==> src/rtl/mod_counter_updown.sv <==
// Parametrised up/down counter with programmable modulo, parallel load,
// wrap/saturate modes, combinational terminal count and a sticky wrap flag.
module mod_counter_updown #(
  parameter int WIDTH  = 3,
  parameter int MODULO = 8
) (
  input  logic             clk,
  input  logic             rst,
  input  logic             en,
  input  logic             up,
  input  logic             sat,
  input  logic             load,
  input  logic [WIDTH-1:0] load_val,
  input  logic             clr_wrap,
  output logic [WIDTH-1:0] count,
  output logic             tc,
  output logic             wrapped
);

  // One extra bit so MODULO = 2^WIDTH and the borrow out of zero are representable.
  localparam logic [WIDTH:0] MOD_X  = (WIDTH+1)'(MODULO);
  localparam logic [WIDTH:0] LAST_X = (WIDTH+1)'(MODULO - 1);
  localparam logic [WIDTH:0] ONE_X  = (WIDTH+1)'(1);

  logic [WIDTH-1:0] count_reg, count_next;
  logic             wrapped_reg, wrapped_next;
  logic [WIDTH:0]   count_ext, load_ext, inc_ext, dec_ext;
  logic             at_last, at_zero, at_end, wrap_event;

  always_comb begin
    count_ext = {1'b0, count_reg};
    load_ext  = {1'b0, load_val};
    inc_ext   = count_ext + ONE_X;
    dec_ext   = count_ext - ONE_X;
    at_last   = (inc_ext == MOD_X);
    at_zero   = dec_ext[WIDTH];
    at_end    = up ? at_last : at_zero;
  end

  always_comb begin
    count_next = count_reg;
    wrap_event = 1'b0;
    if (load) begin
      // Out-of-range load values clamp to the top of the range.
      count_next = (load_ext > LAST_X) ? LAST_X[WIDTH-1:0] : load_val;
    end else if (en) begin
      if (at_end) begin
        if (!sat) begin
          wrap_event = 1'b1;
          count_next = up ? '0 : LAST_X[WIDTH-1:0];
        end
      end else begin
        count_next = up ? inc_ext[WIDTH-1:0] : dec_ext[WIDTH-1:0];
      end
    end
    wrapped_next = wrap_event | (wrapped_reg & ~clr_wrap);
  end

  always_ff @(posedge clk) begin
    if (rst) begin
      count_reg   <= '0;
      wrapped_reg <= 1'b0;
    end else begin
      count_reg   <= count_next;
      wrapped_reg <= wrapped_next;
    end
  end

  assign count   = count_reg;
  assign wrapped = wrapped_reg;
  assign tc      = en & ~load & at_end;

endmodule

==> config.mk <==
export PLATFORM = sky130hd
export DESIGN_NAME = mod_counter_updown
export DESIGN_NICKNAME = d
export VERILOG_FILES = /design/src/rtl/mod_counter_updown.sv
export SDC_FILE = /design/constraint.sdc
export NUM_CORES = 1
export LEC_CHECK = 0
export BUFFER_PORTS_ARGS = -buffer_cell sky130_fd_sc_hd__buf_4
export CAP_MARGIN = 20
export CORE_AREA = 2 2 39 41
export CTS_BUF_LIST = sky130_fd_sc_hd__clkbuf_16
export DETAILED_ROUTE_END_ITERATION = 6
export DIE_AREA = 0 0 41 43
export PLACE_DENSITY = 0.47
export SLEW_MARGIN = 15
export SYNTH_ARGS = -nofsm -noshare
export SYNTH_HDL_FRONTEND = slang
export SYNTH_SLANG_ARGS = --single-unit
==> constraint.sdc <==
create_clock -name clk -period 4.4 [get_ports clk]
set_clock_uncertainty 0.15 [all_clocks]
set_input_delay 0.44 -clock clk [delete_from_list [all_inputs] [get_ports clk]]
set_output_delay 0.44 -clock clk [all_outputs]
set_load 0.01 [all_outputs]
==> results of run 1 <==
-- routing by layer --
layer  wire length, microns  vias up
li1                       -      203
met1                    413      175
met2                    402       12
met3                     83        0
met4                      0        0
met5                      0        -
-- power breakdown --
part / switching [mW] / internal [mW] / leakage (nW)
logic: 0.0153 / 0.0189 / 0.166
clock network: 0.0219 / 0.116 / 0.0370
registers: 0.00479 / 0.0392 / 0.0330
total: 0.0420 / 0.174 / 0.236
-- worst max path at each step --
stage | to | slack (ns) | cells after the start
3_5_place_dp | tc | 2.47 | 5
6_report | tc | 2.24 | 5
5_1_grt | tc | 2.10 | 5
2_1_floorplan | tc | 2.51 | 4
3_3_place_gp | tc | 2.50 | 4
4_1_cts | tc | 2.23 | 5
-- placed cells by master (no fill, tap or decap), drive strengths merged, types with 2 or more instances in the layout --
| cell type | instances |
|---|---|
| a211o | 2 |
| buf | 14 |
| clkbuf | 3 |
| dfxtp | 4 |
| ha | 3 |
| inv | 3 |
| nand2 | 4 |
| nor2 | 3 |
| nor3 | 2 |
| nor3b | 2 |
| o21ai | 5 |
| o221ai | 2 |
| o31ai | 2 |
| or3 | 2 |
-- layout make-up --
class / instances / area (sq um)
Fill cell: 155 / 840.8
Multi-Input combinational cell: 37 / 251.5
Timing Repair Buffer: 14 / 105.1
Sequential cell: 4 / 80.08
Clock buffer: 3 / 75.07
Tap cell: 16 / 20.02
Inverter: 3 / 11.26
-- metrics by stage --
| step | cell area [sq um] | hold WS, ns | cells | setup WS (ns) | utilization |
|---|---|---|---|---|---|
| after floorplan | 346.6 | 0.3373 | 45 | 2.508 | - |
| after global placement | 467.9 | 0.3256 | 74 | 2.495 | 0.3382 |
| after detailed placement | 467.9 | 0.3219 | 74 | 2.472 | 0.3382 |
| after CTS | 543.0 | 0.3003 | 77 | 2.226 | 0.3924 |
| after global routing | 543.0 | 0.3058 | 77 | 2.098 | 0.3924 |
| final | 543.0 | 0.2978 | 77 | 2.238 | 0.3924 |
-- logic make-up after synthesis --
logic type / count (synthesis) / synth area share
AO/OA/AOI/OAI: 14 / 0.2816
adder cells (fa/ha/maj): 3 / 0.1083
buffers and inverters: 4 / 0.04331
flip-flops: 4 / 0.2311
multiplexers: 1 / 0.02888
AND/OR/NAND/NOR: 19 / 0.3069
==> impl_metrics.tcl, run 1 <==
set metrics [dict create \
    result_of_the_run "complete, no violations" \
    synth_top_area_share 0.2310 \
    grt_start_max_net_pins 12 \
    avgSynthCellArea_sq_um 7.702 \
    top_level_ports 15 \
    syn-instance-count 45 \
    cp.required_ns 3.81 \
    category_of_cells_accounting_for_the_largest_share_of_critical_path_delay "flip-flops" \
    ant_nets 0 \
    crit_buf_inv 1 \
    grt_pass1_wl_mm 1.469 \
    path_clk_slew_ns 0.03 \
    global_route.peak_usage_layer "met2" \
    yosysWarnings 0 \
    report.final.setup_viol 0 \
    buffer_ports.inserted 14 \
    critPathCaptureType "output pin" \
    crit_type "reg -> out" \
    yosysSeqAreaShare 0.2310 \
    cts_hold_buf 0 \
    hold_path.class "in -> reg" \
    max_slew_margin 0.6785 \
    power-per-cell-area_nw_per_um2 397.3 \
    setup_total_negative_slack_ns 0 \
    vdd.ir_drop.worst_uv 223.0 \
    clock_path_buffers 2 \
    place.gp.congestion 0.7289 \
    antenna_cells 0 \
    cts_tree "yes" \
    dieArea_sq_um 1763 \
    grt_antenna_before_repair 0 \
    reg2reg_to "wrapped$_SDFF_PP0_" \
    finalCritPeriodShare 0.4914 \
    nNetsFinal 76 \
    synthDominantAreaCellType "dfxtp_1" \
    clock.fmax_ghz 0.4625 \
    clock_sink_count 4 \
    crit_arrival_ns 1.57 \
    die-width_microns 41 \
    power_mw 0.2158 \
    synth.cell_area_sq_um 346.6 \
    vias 390 \
    largest_reg_flops 3 \
    syn2layout_area_growth_pct 56.68 \
    coreArea_sq_um 1384 \
    rsz0062_at_grt "false" \
    synthTopCellsByCount "o21ai_0, dfxtp_1, nand2_1" \
    grt_use_met3 0.06283 \
    postSynth.asyncResetShare 0 \
    synth_top_cells_by_area "dfxtp_1, ha_1, o21ai_0, o221ai_1, nand2_1" \
    chipHeight_microns 43 \
    grt.met2_usage 0.1750 \
    reg2reg_slack_ns 2.53 \
    rows 14 \
    worstHoldStart "rst" \
    drc_errors 0 \
    drive_above_1_share 0.3279 \
    synth_top_flop_cell "dfxtp_1" \
    dr.pass1.iters 2 \
    drt-total-wl_microns 900 \
    netlist-cell-type-count 24 \
    synth.net_count 58 \
    report.final.slew_viol_count 0 \
    timing.final.hold_violations 0 \
    layout_min_cycle_time_ns 2.162 \
    initial_core_util 0.2505 \
    crit_start "count[0]$_SDFFE_PP0P_" \
    number_of_enable_type_register_cells_in_the_synthesized_netlist 0 \
    synth.most_common_cell "o21ai_0" \
    tritoncts.num_buffers 3 \
    setup_fix_buffers_added_after_clock_tree_synthesis 0 \
    synth.ff_latch_count 4 \
    post_cts_resized 0 \
    max_slew.worst_pin.slew_ns 0.4782 \
    crit_chain "ha_1 -> nand2_1 -> o22a_2 -> nor3b_1 -> buf_4" \
    worst_r2r_path_depth 5 \
    grt_util_all_layers 0.1235 \
    critPathLaunchType "register" \
    clk-insertion-delay-late_ns 0.22 \
    detail_route.iter0.violations 1 \
    critical-path-max-stage-delay_ns 0.46 \
    groute.layer.met1.usage 0.1672 \
    r2r-start "count[0]$_SDFFE_PP0P_" \
    timing.critical_path.fanout_max 9 \
    worst_hold_path.endpoint "count[1]$_SDFFE_PP0P_" \
    grt_pass1_vias 350 \
    wire_per_inst_microns 11.69 \
    clock_tree.htree_level_count 1 \
    slowest_stage "dfxtp_1" \
    leakage_nw 0.2359 \
    via_per_inst 5.065 \
    cts_root_buffer "clkbuf_16" \
    min_path_cells 2 \
    max_cap_violations 0 \
    grt.overflow.total 0 \
]
No activity file was read; power rests on OpenSTA's default activity.
==> run 2: changes to the inputs <==
Settings changed: PLACE_DENSITY 0.47 to 0.49.
Clock period 4.4 ns to 1.9 ns, I/O delays scaled along.
==> run 2 against run 1 <==
Clock power up 130%. Register-to-register slack got worse by 2.4 ns. Clock-buffer cell count did not move. Final area grew 6.0%. Total power rose by 140%. Worst hold slack got worse by 0.27 ns. Worst setup slack worse by 2.2 ns. Critical path depth fell by 1. Global-route usage about the same. Critical endpoint unchanged. Largest power group unchanged.
==> impl_metrics.tcl, run 2 (synthesis gave the netlist of run 1 again) <==
set metrics [dict create \
    cts_tree "yes" \
    ant_nets 0 \
    coreArea_sq_um 1384 \
    m1WireLength_microns 408 \
    grt.overflow.total 0 \
    layout_min_cycle_time_ns 1.817 \
    setup_total_negative_slack_ns 0 \
    dp.cells 76 \
    largest_reg_flops 3 \
    buffer_ports.inserted 14 \
    clock_tree.htree_level_count 1 \
    drt-total-wl_microns 925 \
    top_level_ports 15 \
    dr.pass1.iters 4 \
    clk-insertion-delay-late_ns 0.22 \
    vias 411 \
    grt_antenna_before_repair 0 \
    worst_r2r_path_depth 4 \
    crit_type "reg -> out" \
    critPathLaunchType "register" \
    initial_core_util 0.2505 \
    min_path_cells 2 \
    clock_sink_count 4 \
    reg2reg_to "wrapped$_SDFF_PP0_" \
    cp.required_ns 1.56 \
    tritoncts.num_buffers 3 \
    critical-path-max-stage-delay_ns 0.40 \
    rows 14 \
    path_clk_slew_ns 0.03 \
    grt_util_all_layers 0.1234 \
    grt_pass1_vias 350 \
    finalNonFillerCells 79 \
    drive_above_1_share 0.4127 \
    max_slew_margin 0.7392 \
    layout.cells.most_common "buf_4" \
    antenna_cells 0 \
    hold_path.class "in -> reg" \
    nNetsFinal 78 \
    detail_route.iter0.violations 9 \
    clock_path_buffers 2 \
    syn2layout_area_growth_pct 66.07 \
    timing.critical_path.fanout_max 4 \
    grt_start_max_net_pins 12 \
    cts_root_buffer "clkbuf_16" \
    wire_per_inst_microns 11.71 \
    place.gp.congestion 0.7365 \
    worst_hold_path.endpoint "count[1]$_SDFFE_PP0P_" \
    report.final.setup_viol 0 \
    report.final.slew_viol_count 0 \
    finalCritPeriodShare 0.9562 \
    final_core_util 0.4159 \
    fillerInstances 138 \
    timing.final.hold_violations 0 \
    max_slew.worst_pin.slew_ns 0.3881 \
    dieArea_sq_um 1763 \
    chipHeight_microns 43 \
    reg2reg_slack_ns 0.11 \
    leakage_nw 0.2486 \
    critPathCaptureType "output pin" \
    vdd.ir_drop.worst_uv 452.3 \
    via_per_inst 5.203 \
    crit_arrival_ns 1.48 \
    power-per-cell-area_nw_per_um2 893.2 \
    result_of_the_run "complete, no violations" \
    routed-wl-met3_microns 75 \
    slowest_stage "or3_4" \
    die-width_microns 41 \
    r2r-start "count[2]$_SDFFE_PP0P_" \
    topRoutingLayerUsed "met3" \
    route.met2.wl_microns 442 \
    max_cap_violations 0 \
    crit_chain "or3_4 -> o22a_2 -> nor3b_2 -> buf_4" \
    clock.fmax_ghz 0.5504 \
    worstHoldStart "rst" \
    rsz0062_at_grt "false" \
    grt_pass1_wl_mm 1.462 \
    drc_errors 0 \
    layout_common_cells "buf_4, o21ai_0, nand2_1" \
]
-- run 2: power by group --
group | switching [mW] | internal (mW) | total (mW)
Clock | 0.0550 | 0.268 | 0.323
Sequential | 0.0105 | 0.0907 | 0.101
Combinational | 0.0383 | 0.0512 | 0.0895
Total | 0.104 | 0.410 | 0.514
-- run 2: metal layers --
metal	vias up	global-route usage
met5	-	0
met4	0	0.02000
met3	0	0.07853
met2	14	0.1656
met1	189	0.1667
li1	208	-
-- run 2: repair_timing --
item                       in CTS  in global routing
hold buffers                    0                  0
gates resized for setup         2                  4
hold endpoints to repair        0                  0
buffers inserted                0                  0
setup endpoints to repair       1                  1
-- run 2: how the worst max path moves through the flow --
stage / from / end / slack (ns) / cells after the start
floorplan: count[0]$_SDFFE_PP0P_ / wrapped$_SDFF_PP0_ / 0.14 / 5
global placement: count[0]$_SDFFE_PP0P_ / wrapped$_SDFF_PP0_ / 0.05 / 5
detailed placement: count[0]$_SDFFE_PP0P_ / wrapped$_SDFF_PP0_ / 0.03 / 5
CTS: count[2]$_SDFFE_PP0P_ / tc / 0.03 / 4
global route: count[2]$_SDFFE_PP0P_ / tc / 0.03 / 4
finish: count[2]$_SDFFE_PP0P_ / tc / 0.08 / 4
-- run 2: worst max-delay path, delay by kind of cell, from the launching register on --
| kind | cells | cell delay (ns) |
|---|---|---|
| compound gates | 1 | 0.23 |
| buf+inv | 1 | 0.13 |
| flops | 1 | 0.34 |
| simple gates | 2 | 0.55 |
-- run 2: area by class of cell --
cell class / instances / area, sq um / share of cell area
Tap cell: 16 / 20.02 / 0.03478
Inverter: 3 / 11.26 / 0.01957
Sequential cell: 4 / 87.58 / 0.1522
Multi-Input combinational cell: 37 / 261.5 / 0.4543
Clock buffer: 3 / 75.07 / 0.1304
Timing Repair Buffer: 16 / 120.1 / 0.2087
-- run 2: metrics by stage --
| step | setup slack (ns) | total power, mW | hold slack (ns) | instance area (sq um) |
|---|---|---|---|---|
| 6_report | 0.08314 | 0.5141 | 0.03258 | 575.6 |
| 5_1_grt | 0.03342 | 0.5386 | 0.05092 | 575.6 |
| 4_1_cts | 0.03336 | 0.5171 | 0.03522 | 560.5 |
| 3_5_place_dp | 0.03333 | 0.1875 | 0.2742 | 483.0 |
| 3_3_place_gp | 0.04773 | 0.1881 | 0.2761 | 483.0 |
| 2_1_floorplan | 0.1358 | 0.1447 | 0.1091 | 346.6 |
